### src/rtl/hilo_pkg.sv
`default_nettype none
// ============================================================================
// Module      : hilo_pkg
// Description : Shared types, constants and helpers for the HI/LO multiply unit
// Revision    : 1.0 - initial release
// ============================================================================
package hilo_pkg;

    // Default operand width; each of HI and LO is this wide.
    localparam int DEFAULT_WIDTH = 32;

    // Widest operand the magnitude helper can handle.
    localparam int MAX_WIDTH = 64;

    // Multiplier sequencing states.
    typedef enum logic [1:0] {
        IDLE   = 2'd0,
        RUN    = 2'd1,
        FINISH = 2'd2
    } state_e;

    // Conditional two's-complement magnitude. The caller sign-extends the
    // operand to MAX_WIDTH first, so the low WIDTH bits of the result are the
    // WIDTH-bit magnitude (the most negative value maps to 2^(WIDTH-1)).
    function automatic logic [MAX_WIDTH-1:0] abs_w(
        input logic [MAX_WIDTH-1:0] value,
        input logic                 take_abs
    );
        if (take_abs && value[MAX_WIDTH-1]) begin
            abs_w = ~value + 1'b1;
        end else begin
            abs_w = value;
        end
    endfunction

endpackage
`default_nettype wire

### src/rtl/hilo_mult_unit_if.sv
`default_nettype none
// ============================================================================
// Module      : hilo_mult_unit_if
// Description : Request/response bundle between control unit and HI/LO unit
// Revision    : 1.0 - initial release
// ============================================================================
interface hilo_mult_unit_if #(
    parameter int WIDTH = hilo_pkg::DEFAULT_WIDTH
);
    logic             start;
    logic             is_signed;
    logic [WIDTH-1:0] op_a;
    logic [WIDTH-1:0] op_b;
    logic             mthi;
    logic             mtlo;
    logic [WIDTH-1:0] wdata;
    logic             busy;
    logic             done;
    logic [WIDTH-1:0] hi_out;
    logic [WIDTH-1:0] lo_out;

    // Control unit side: issues requests, observes status and HI/LO.
    modport master (
        output start, is_signed, op_a, op_b, mthi, mtlo, wdata,
        input  busy, done, hi_out, lo_out
    );

    // HI/LO unit side.
    modport slave (
        input  start, is_signed, op_a, op_b, mthi, mtlo, wdata,
        output busy, done, hi_out, lo_out
    );
endinterface
`default_nettype wire

### src/rtl/shift_add_core.sv
`default_nettype none
// ============================================================================
// Module      : shift_add_core
// Description : Unsigned shift-add datapath, one multiplier bit per step
// Revision    : 1.0 - initial release
// ============================================================================
module shift_add_core
    import hilo_pkg::*;
#(
    parameter int WIDTH = DEFAULT_WIDTH
) (
    input  logic                 clk,
    input  logic                 reset,
    input  logic                 load,
    input  logic                 step,
    input  logic [WIDTH-1:0]     mcand_in,
    input  logic [WIDTH-1:0]     mplier_in,
    output logic [2*WIDTH-1:0]   acc_out,
    output logic                 last
);

    localparam int              CW         = (WIDTH > 1) ? $clog2(WIDTH) : 1;
    localparam logic [CW-1:0]   LAST_COUNT = CW'(WIDTH - 1);

    logic [2*WIDTH-1:0] mcand_q, mcand_d;
    logic [WIDTH-1:0]   mplier_q, mplier_d;
    logic [2*WIDTH-1:0] acc_q, acc_d;
    logic [CW-1:0]      cnt_q, cnt_d;

    // Load fresh operands, or perform one add-and-shift step (LSB first).
    always_comb begin
        mcand_d  = mcand_q;
        mplier_d = mplier_q;
        acc_d    = acc_q;
        cnt_d    = cnt_q;
        if (load) begin
            mcand_d  = {{WIDTH{1'b0}}, mcand_in};
            mplier_d = mplier_in;
            acc_d    = '0;
            cnt_d    = '0;
        end else if (step) begin
            if (mplier_q[0]) begin
                acc_d = acc_q + mcand_q;
            end
            mcand_d  = mcand_q << 1;
            mplier_d = mplier_q >> 1;
            cnt_d    = cnt_q + 1'b1;
        end
    end

    // Datapath registers, cleared immediately on reset.
    always_ff @(posedge clk or posedge reset) begin
        if (reset) begin
            mcand_q  <= '0;
            mplier_q <= '0;
            acc_q    <= '0;
            cnt_q    <= '0;
        end else begin
            mcand_q  <= mcand_d;
            mplier_q <= mplier_d;
            acc_q    <= acc_d;
            cnt_q    <= cnt_d;
        end
    end

    assign acc_out = acc_q;
    assign last    = (cnt_q == LAST_COUNT);

endmodule
`default_nettype wire

### src/rtl/hilo_mult_unit.sv
`default_nettype none
// ============================================================================
// Module      : hilo_mult_unit
// Description : Iterative signed/unsigned multiplier with architectural HI/LO
// Revision    : 1.0 - initial release
// ============================================================================
module hilo_mult_unit
    import hilo_pkg::*;
#(
    parameter int WIDTH = DEFAULT_WIDTH
) (
    input  logic             clk,
    input  logic             reset,
    hilo_mult_unit_if.slave  bus
);

    localparam logic [1:0] S_IDLE   = IDLE;
    localparam logic [1:0] S_RUN    = RUN;
    localparam logic [1:0] S_FINISH = FINISH;

    generate
        if (WIDTH > MAX_WIDTH || WIDTH < 1) begin : g_width_check
            $error("hilo_mult_unit: WIDTH out of supported range");
        end
    endgenerate

    logic [1:0]         state_q, state_d;
    logic               neg_q, neg_d;
    logic               done_q, done_d;
    logic [WIDTH-1:0]   hi_q, hi_d;
    logic [WIDTH-1:0]   lo_q, lo_d;

    logic [WIDTH-1:0]   a_mag;
    logic [WIDTH-1:0]   b_mag;
    logic               core_load;
    logic               core_step;
    logic               core_last;
    logic [2*WIDTH-1:0] acc;
    logic [2*WIDTH-1:0] product;

    // Operand magnitudes for the unsigned core; raw values for MULTU.
    always_comb begin
        a_mag = WIDTH'(abs_w(MAX_WIDTH'($signed(bus.op_a)), bus.is_signed));
        b_mag = WIDTH'(abs_w(MAX_WIDTH'($signed(bus.op_b)), bus.is_signed));
    end

    assign core_load = (state_q == S_IDLE) && bus.start;
    assign core_step = (state_q == S_RUN);

    shift_add_core #(
        .WIDTH     (WIDTH)
    ) u_core (
        .clk       (clk),
        .reset     (reset),
        .load      (core_load),
        .step      (core_step),
        .mcand_in  (a_mag),
        .mplier_in (b_mag),
        .acc_out   (acc),
        .last      (core_last)
    );

    // Sign fix-up of the unsigned accumulator.
    always_comb begin
        product = neg_q ? (~acc + 1'b1) : acc;
    end

    // Sequencing plus HI/LO write selection (direct moves only when idle).
    always_comb begin
        state_d = state_q;
        neg_d   = neg_q;
        done_d  = 1'b0;
        hi_d    = hi_q;
        lo_d    = lo_q;
        case (state_q)
            S_IDLE: begin
                if (bus.mthi) begin
                    hi_d = bus.wdata;
                end
                if (bus.mtlo) begin
                    lo_d = bus.wdata;
                end
                if (bus.start) begin
                    state_d = S_RUN;
                    neg_d   = bus.is_signed & (bus.op_a[WIDTH-1] ^ bus.op_b[WIDTH-1]);
                end
            end
            S_RUN: begin
                if (core_last) begin
                    state_d = S_FINISH;
                end
            end
            S_FINISH: begin
                hi_d    = product[2*WIDTH-1:WIDTH];
                lo_d    = product[WIDTH-1:0];
                done_d  = 1'b1;
                state_d = S_IDLE;
            end
            default: begin
                state_d = S_IDLE;
            end
        endcase
    end

    // Control and architectural registers.
    always_ff @(posedge clk or posedge reset) begin
        if (reset) begin
            state_q <= S_IDLE;
            neg_q   <= 1'b0;
            done_q  <= 1'b0;
            hi_q    <= '0;
            lo_q    <= '0;
        end else begin
            state_q <= state_d;
            neg_q   <= neg_d;
            done_q  <= done_d;
            hi_q    <= hi_d;
            lo_q    <= lo_d;
        end
    end

    assign bus.busy   = (state_q != S_IDLE);
    assign bus.done   = done_q;
    assign bus.hi_out = hi_q;
    assign bus.lo_out = lo_q;

endmodule
`default_nettype wire

### src/flat_wrapper.sv
// flat-port wrapper written by rule: the top's interface ports become plain ports
module hilo_mult_unit_flat import hilo_pkg::*;
#(
    parameter int WIDTH = DEFAULT_WIDTH
)
  (clk, reset, bus_start, bus_is_signed, bus_op_a, bus_op_b, bus_mthi, bus_mtlo, bus_wdata, bus_busy, bus_done, bus_hi_out, bus_lo_out);
  hilo_mult_unit_if #(.WIDTH(WIDTH)) bus_i ();
  input  logic clk;
  input  logic reset;
  input wire logic [$bits(bus_i.start)-1:0] bus_start;
  input wire logic [$bits(bus_i.is_signed)-1:0] bus_is_signed;
  input wire logic [$bits(bus_i.op_a)-1:0] bus_op_a;
  input wire logic [$bits(bus_i.op_b)-1:0] bus_op_b;
  input wire logic [$bits(bus_i.mthi)-1:0] bus_mthi;
  input wire logic [$bits(bus_i.mtlo)-1:0] bus_mtlo;
  input wire logic [$bits(bus_i.wdata)-1:0] bus_wdata;
  output wire logic [$bits(bus_i.busy)-1:0] bus_busy;
  output wire logic [$bits(bus_i.done)-1:0] bus_done;
  output wire logic [$bits(bus_i.hi_out)-1:0] bus_hi_out;
  output wire logic [$bits(bus_i.lo_out)-1:0] bus_lo_out;
  assign bus_i.start = bus_start;
  assign bus_i.is_signed = bus_is_signed;
  assign bus_i.op_a = bus_op_a;
  assign bus_i.op_b = bus_op_b;
  assign bus_i.mthi = bus_mthi;
  assign bus_i.mtlo = bus_mtlo;
  assign bus_i.wdata = bus_wdata;
  assign bus_busy = bus_i.busy;
  assign bus_done = bus_i.done;
  assign bus_hi_out = bus_i.hi_out;
  assign bus_lo_out = bus_i.lo_out;
  hilo_mult_unit #(.WIDTH(WIDTH)) u_core (.clk(clk), .reset(reset), .bus(bus_i));
endmodule
### config.mk
export PLATFORM = sky130hd
export DESIGN_NAME = hilo_mult_unit_flat
export DESIGN_NICKNAME = d
export VERILOG_FILES = /design/src/rtl/hilo_pkg.sv /design/src/rtl/hilo_mult_unit_if.sv /design/src/rtl/shift_add_core.sv /design/src/rtl/hilo_mult_unit.sv /design/src/flat_wrapper.sv
export SDC_FILE = /design/constraint.sdc
export NUM_CORES = 1
export LEC_CHECK = 0
export CAP_MARGIN = 20
export CORE_UTILIZATION = 52
export DETAILED_ROUTE_END_ITERATION = 7
export GPL_TIMING_DRIVEN = 1
export PLACE_DENSITY = 0.83
export SLEW_MARGIN = 20
export SYNTH_ARGS = -nofsm -noshare
export SYNTH_HDL_FRONTEND = slang
export SYNTH_SLANG_ARGS = --single-unit
### constraint.sdc
create_clock -name clk -period 8.3 [get_ports clk]
set_clock_uncertainty 0.2 [all_clocks]
set_input_delay 1.66 -clock clk [delete_from_list [all_inputs] [get_ports clk]]
set_output_delay 1.66 -clock clk [all_outputs]
set_load 0.01 [all_outputs]
; ---- Yosys cells after proc, flatten, opt, wreduce, memory -nomap -nowiden
; Cells that the tools add are included.
[totals]
register_bits = 233
out_inout_bits = 66
[op_classes]
add_sub_neg = 5
n_eq_ne = 7
n_mux = 20
bitwise = 5
reduce_logical = 13
[ops]
columns = op, n
row1 = two-way mux 64 bit, 6
row2 = two-way mux 32 bit, 6
row3 = case mux 32 bit (2 select lines), 2
row4 = adder 32 x 1 -> 32 bit (second input constant), 2
row5 = adder 64 x 1 -> 64 bit (second input constant), 1
row6 = adder 64 bit, 1
row7 = inverter 32 bit, 2
row8 = inverter 64 bit, 1
row9 = two-way mux 5 bit, 2
row10 = AND reduction 2 bit, 5
row11 = != test 2 bit (second input constant), 4
row12 = nonzero test 2 bit, 4
row13 = adder 5 x 1 -> 5 bit (second input constant), 1
row14 = equality test 5 bit (second input constant), 1
row15 = two-way mux 2 bit, 2
row16 = case mux 2 bit (2 select lines), 1
row17 = logical AND 1 bit, 3
row18 = equality test 2 x 1 -> 1 bit (second input constant), 1
row19 = equality test 2 bit (second input constant), 1
row20 = logical NOT 2 bit, 1
row21 = bitwise AND 1 bit, 1
row22 = two-way mux 1 bit, 1
row23 = XOR 1 bit, 1

; ---- Logic depth before layout (Yosys ltp)
[depth]
depth_word = 4
ltp_mapped = 13
mapped_depth_nobuf = 13

; ---- Cells and area by module
; Synthesis repeated with hierarchy kept, for this count alone.
[unflattened]
cells_unflattened = 1881
hier_area_um2 = 16240.6
[by_module_without_submodules]
columns = mod, instances, cells_each, area_each_um2, seq_area_each_um2
row1 = shift_add_core, 1, 1188, 10508.8, 4129.0
row2 = hilo_mult_unit, 1, 693, 5731.7, 1701.6

; ---- Worst setup path before layout
; No wires, ideal clock.
[synth_path]
path_type = in2reg
from = input port bus_op_a[7]
to = register u_core.u_core.mcand_q[29]
arrival_time_ps = 4144
required_time_ps = 8018
slack_ps = 3874
stages = 10
cell_sequence = or3_1 or4_1 or4_1 nor2b_1 nand2_1 or3_1 o31ai_1 xnor2_1 nor2_1 a31oi_1
[synth_via]
elab_chain_len = 4
[synth_rtl]
columns = element, line
row1 = "start, declared", flat_wrapper.sv:12  ; input wire logic [$bits(bus_i.op_a)-1:0] bus_op_a;
row2 = inverter 32 bit, hilo_pkg.sv:30  ; abs_w = ~value + 1'b1;
row3 = adder 32 x 1 -> 32 bit, hilo_pkg.sv:30
row4 = two-way mux 32 bit, hilo_pkg.sv:29  ; if (take_abs && value[MAX_WIDTH-1]) begin
row5 = two-way mux 64 bit, shift_add_core.sv:36  ; if (load) begin
row6 = "end signal, assigned", shift_add_core.sv:59  ; mcand_q <= mcand_d;
row7 = "end, declared", shift_add_core.sv:25  ; logic [2*WIDTH-1:0] mcand_q, mcand_d;
; No other way between the ends.
; A chain may end at the register's enable or synchronous reset.

; ---- Worst setup path in the final report
; Ends and elaborated chain as after synthesis.

==> results.md <==
- Leak pwr: 0.007786 uW
- Net Switching: 3537 uW
- Avg Cell Area, Syn: 8.084 um^2
- Post-Syn Nets: 2094
- Sequential share of power: 29.8%
- DP HPWL: 32010 um
- H-Tree Depth: 1
- Num ports: 168
- Max Cap Viol: 0
- Max-slew violations: 0
- Share of layout cells above drive strength 1: 3.973%
- Clock Path Buffers: 3
- # Post-CTS Setup Buffers: 0
- Synth async-reset ratio: 100.0%
- Area of the multi-input gates: 9236 um^2
- Hold_buf cts: 0
- # clock sinks: 233
- Area growth from synthesis to layout: 18.06%
- Comb pwr share: 54.0%
- Syn. warnings: 0
- CTS root buf: clkbuf_16
- Metal-1 WL: 19440 um
- CTS clk-pin slew, worst paths: 60 ps
- Relative slew slack: 29.52%
- CP Class: input pin to register
- # fillers: 2447
- Final cycle utilization of the critical path: 57.31%
- Hold Crit Class: register to register
- CTS tree: built
- PwrDens: 424.1 nW/um^2
- Worst skew pair latency: 540 ps
- Final TNS setup: 0 ps
- Per-cell routed wire length: 17.98 um
- Yosys top cell area share: 37.51%
- Worst setup EP type: register
- TritonCTS Buffers: 26
- DR pass1 iterations: 6
- First DRT Iteration DRCs: 1512
- # resized after CTS: 0
- Die width: 174.9 um
- Final min period: 4756 ps
- Ant. Diodes: 0
- Crit Path Max Fanout: 4
- Seq/Total Area, Yosys: 37.51%
- Final Hold Viols: 0
- Detailed-route via count: 14690
- Number of synthesized flops with an enable pin: 0
- FF+latch count, synth: 233
- Fin cells: 2423
- Routed wl met3: 3746 um
- Netlist Area Pre-Place: 15540 um^2
- Clock power share: 16.2%
- WP data arrival: 5010 ps
- Nets: 2190
- Initial antenna violation count: 0
- Ys flop type: dfrtp_1
- Reg2Reg Setup Slack: 3770 ps
- Syn Inst Count: 1923
- Antenna Nets Post-Route: 0
- Core ar.: 29090 um^2
- Die height: 174.9 um
- First-pass GRT wire length: 71150 um
- Largest net degree at the start of global routing: 120
- Overall die area: 30590 um^2
- Num rows: 62
- Int Power: 4246 uW
- Synth cell types: 63
- Vias per cell: 6.064
- Vias in the first global route: 13710
- Top Layer Used: met4
- Slew @ Worst Pin: 1057 ps
- Port Buffer Count: 167
- Overflow left after global routing: 0
- F_max: 0.2102 GHz
- Req. time, crit path: 8550 ps
- Outcome: finished clean
- DRT Wirelength: 43560 um
- Inst Count DP: 2375
- Area leader, netlist: dfrtp_1
- RSZ-0062 raised after global routing: no
- FF+latch area: 5832 um^2
- Met2 Wirelength: 19130 um
- Final setup vio count: 0
- Initial Util: 53.44%
- Post-route DRC: 0
- Final weighted congestion in routability-driven placement: 0.9594
- Sw frac: 45.44%
- Peak supply drop: 0.0002023 V
- All-Layer GR Usage: 28.52%
- Largest cells by area after synthesis: dfrtp_1 38%, nand2_1 9.0%, o21ai_0 6.6%
- Setup crit start kind: input pin
==> layer usage <==
layer | vias to the layer above | global-route usage, %
li1 | 7032 | -
met1 | 6953 | 40.74
met2 | 626 | 44.51
met3 | 82 | 4.634
met4 | 0 | 8.297
met5 | - | 0
==> final timing paths <==
kind / start / end / depth (start not counted)
max in group asynchronous: reset / u_core.neg_q / 3
min: u_core.bus.lo_out[17] / u_core.bus.lo_out[17] / 1
min in group asynchronous: reset / u_core.bus.hi_out[2] / 2
min reg2reg: u_core.bus.lo_out[17] / u_core.bus.lo_out[17] / 1
max: bus_op_a[7] / u_core.u_core.mcand_q[29] / 11
max reg2reg: u_core.u_core.acc_out[0] / u_core.u_core.acc_out[56] / 13
==> layout make-up <==
class / count / area share (%)
Inverter: 28 / 0.6136
Clock buffer: 33 / 3.968
Tap cell: 384 / 2.618
Multi-Input combinational cell: 1552 / 50.33
Sequential cell: 233 / 31.78
Timing Repair Buffer: 178 / 9.558
Clock inverter: 15 / 1.139
==> kinds of logic (layout without fill, tap and decap cells) <==
logic type | Yosys count | after routing | synth area share (%)
and+or+nand+nor | 721 | 721 | 19.94
AOI/OAI and AO/OA | 586 | 586 | 23.61
DFF | 233 | 233 | 37.51
xor gates and xnor gates | 170 | 170 | 9.578
buffers and inverters | 138 | 254 | 3.381
adders and majority gates | 69 | 69 | 5.602
muxes | 6 | 6 | 0.3864
==> metrics by stage <==
stage          power, uW  setup slack [ps]  cell area [um^2]  utilization [%]  hold WS, ps
2_1_floorplan       5156             50.36             15540                -        249.4
3_3_place_gp        6300              3132             17410            59.84        258.5
3_5_place_dp        6445              3045             17410            59.84        265.7
4_1_cts             7735              3599             18340            63.06        277.9
5_1_grt             8382              3366             18350            63.09        298.5
6_report            7783              3544             18350            63.09        275.3
==> cell usage after synthesis, types with 9 or more instances <==
| cell type | number |
|---|---|
| a22oi_1 | 10 |
| and2_1 | 14 |
| a31oi_1 | 63 |
| dfrtp_1 | 233 |
| ha_1 | 68 |
| xnor2_1 | 99 |
| or4_1 | 15 |
| a211oi_1 | 12 |
| or3_1 | 11 |
| nor2_1 | 190 |
| inv_1 | 28 |
| o21ai_0 | 204 |
| a21oi_1 | 108 |
| xor2_1 | 71 |
| nand3_1 | 19 |
| and3_1 | 9 |
| o21bai_1 | 18 |
| o31ai_1 | 66 |
| nor3_1 | 22 |
| nor4_1 | 11 |
| clkbuf_1 | 91 |
| nor2b_1 | 9 |
| nand2_1 | 374 |
| o41ai_1 | 19 |
| a21o_1 | 32 |
| nand4_1 | 24 |
| buf_1 | 13 |
==> sequential cells by signal (all words and copies together), names as in the netlist <==
signal / flops
u_core.u_core.mplier_q: 32
u_core.u_core.acc_out: 64
u_core.u_core.cnt_q: 5
u_core.bus.lo_out: 32
u_core.bus.done: 1
u_core.u_core.mcand_q: 64
u_core.neg_q: 1
u_core.bus.hi_out: 32
u_core.state_q: 2
==> layout by cell type, fill, tap and decap left out, types with 27 or more instances in the layout <==
cell type,n
clkbuf_16,27
o31ai_1,66
inv_1,27
clkdlybuf4s50_1,167
a31oi_1,63
ha_1,68
nor2_1,189
xnor2_1,99
dfrtp_1,232
xor2_1,71
o21ai_0,204
a21oi_1,108
nand2_1,373
a21o_1,32
==> critical path: stages <==
cell and delay [ps]:
clkdlybuf4s50_1 480, or3_1 440, or4_1 480, or4_1 490
nor2b_1 270, nand2_1 130, or3_1 430, o31ai_1 270
xnor2_1 150, nor2_1 50, a31oi_1 160
==> power groups by stage <==
stage | clock, uW | sequential, uW | combinational (uW)
2_1_floorplan | 0 | 2140 | 3020
3_3_place_gp | 0 | 2280 | 4020
3_5_place_dp | 0 | 2310 | 4140
4_1_cts | 1270 | 2300 | 4160
5_1_grt | 1320 | 2390 | 4680
6_report | 1260 | 2320 | 4200
Power figures use the tool's default switching activity.
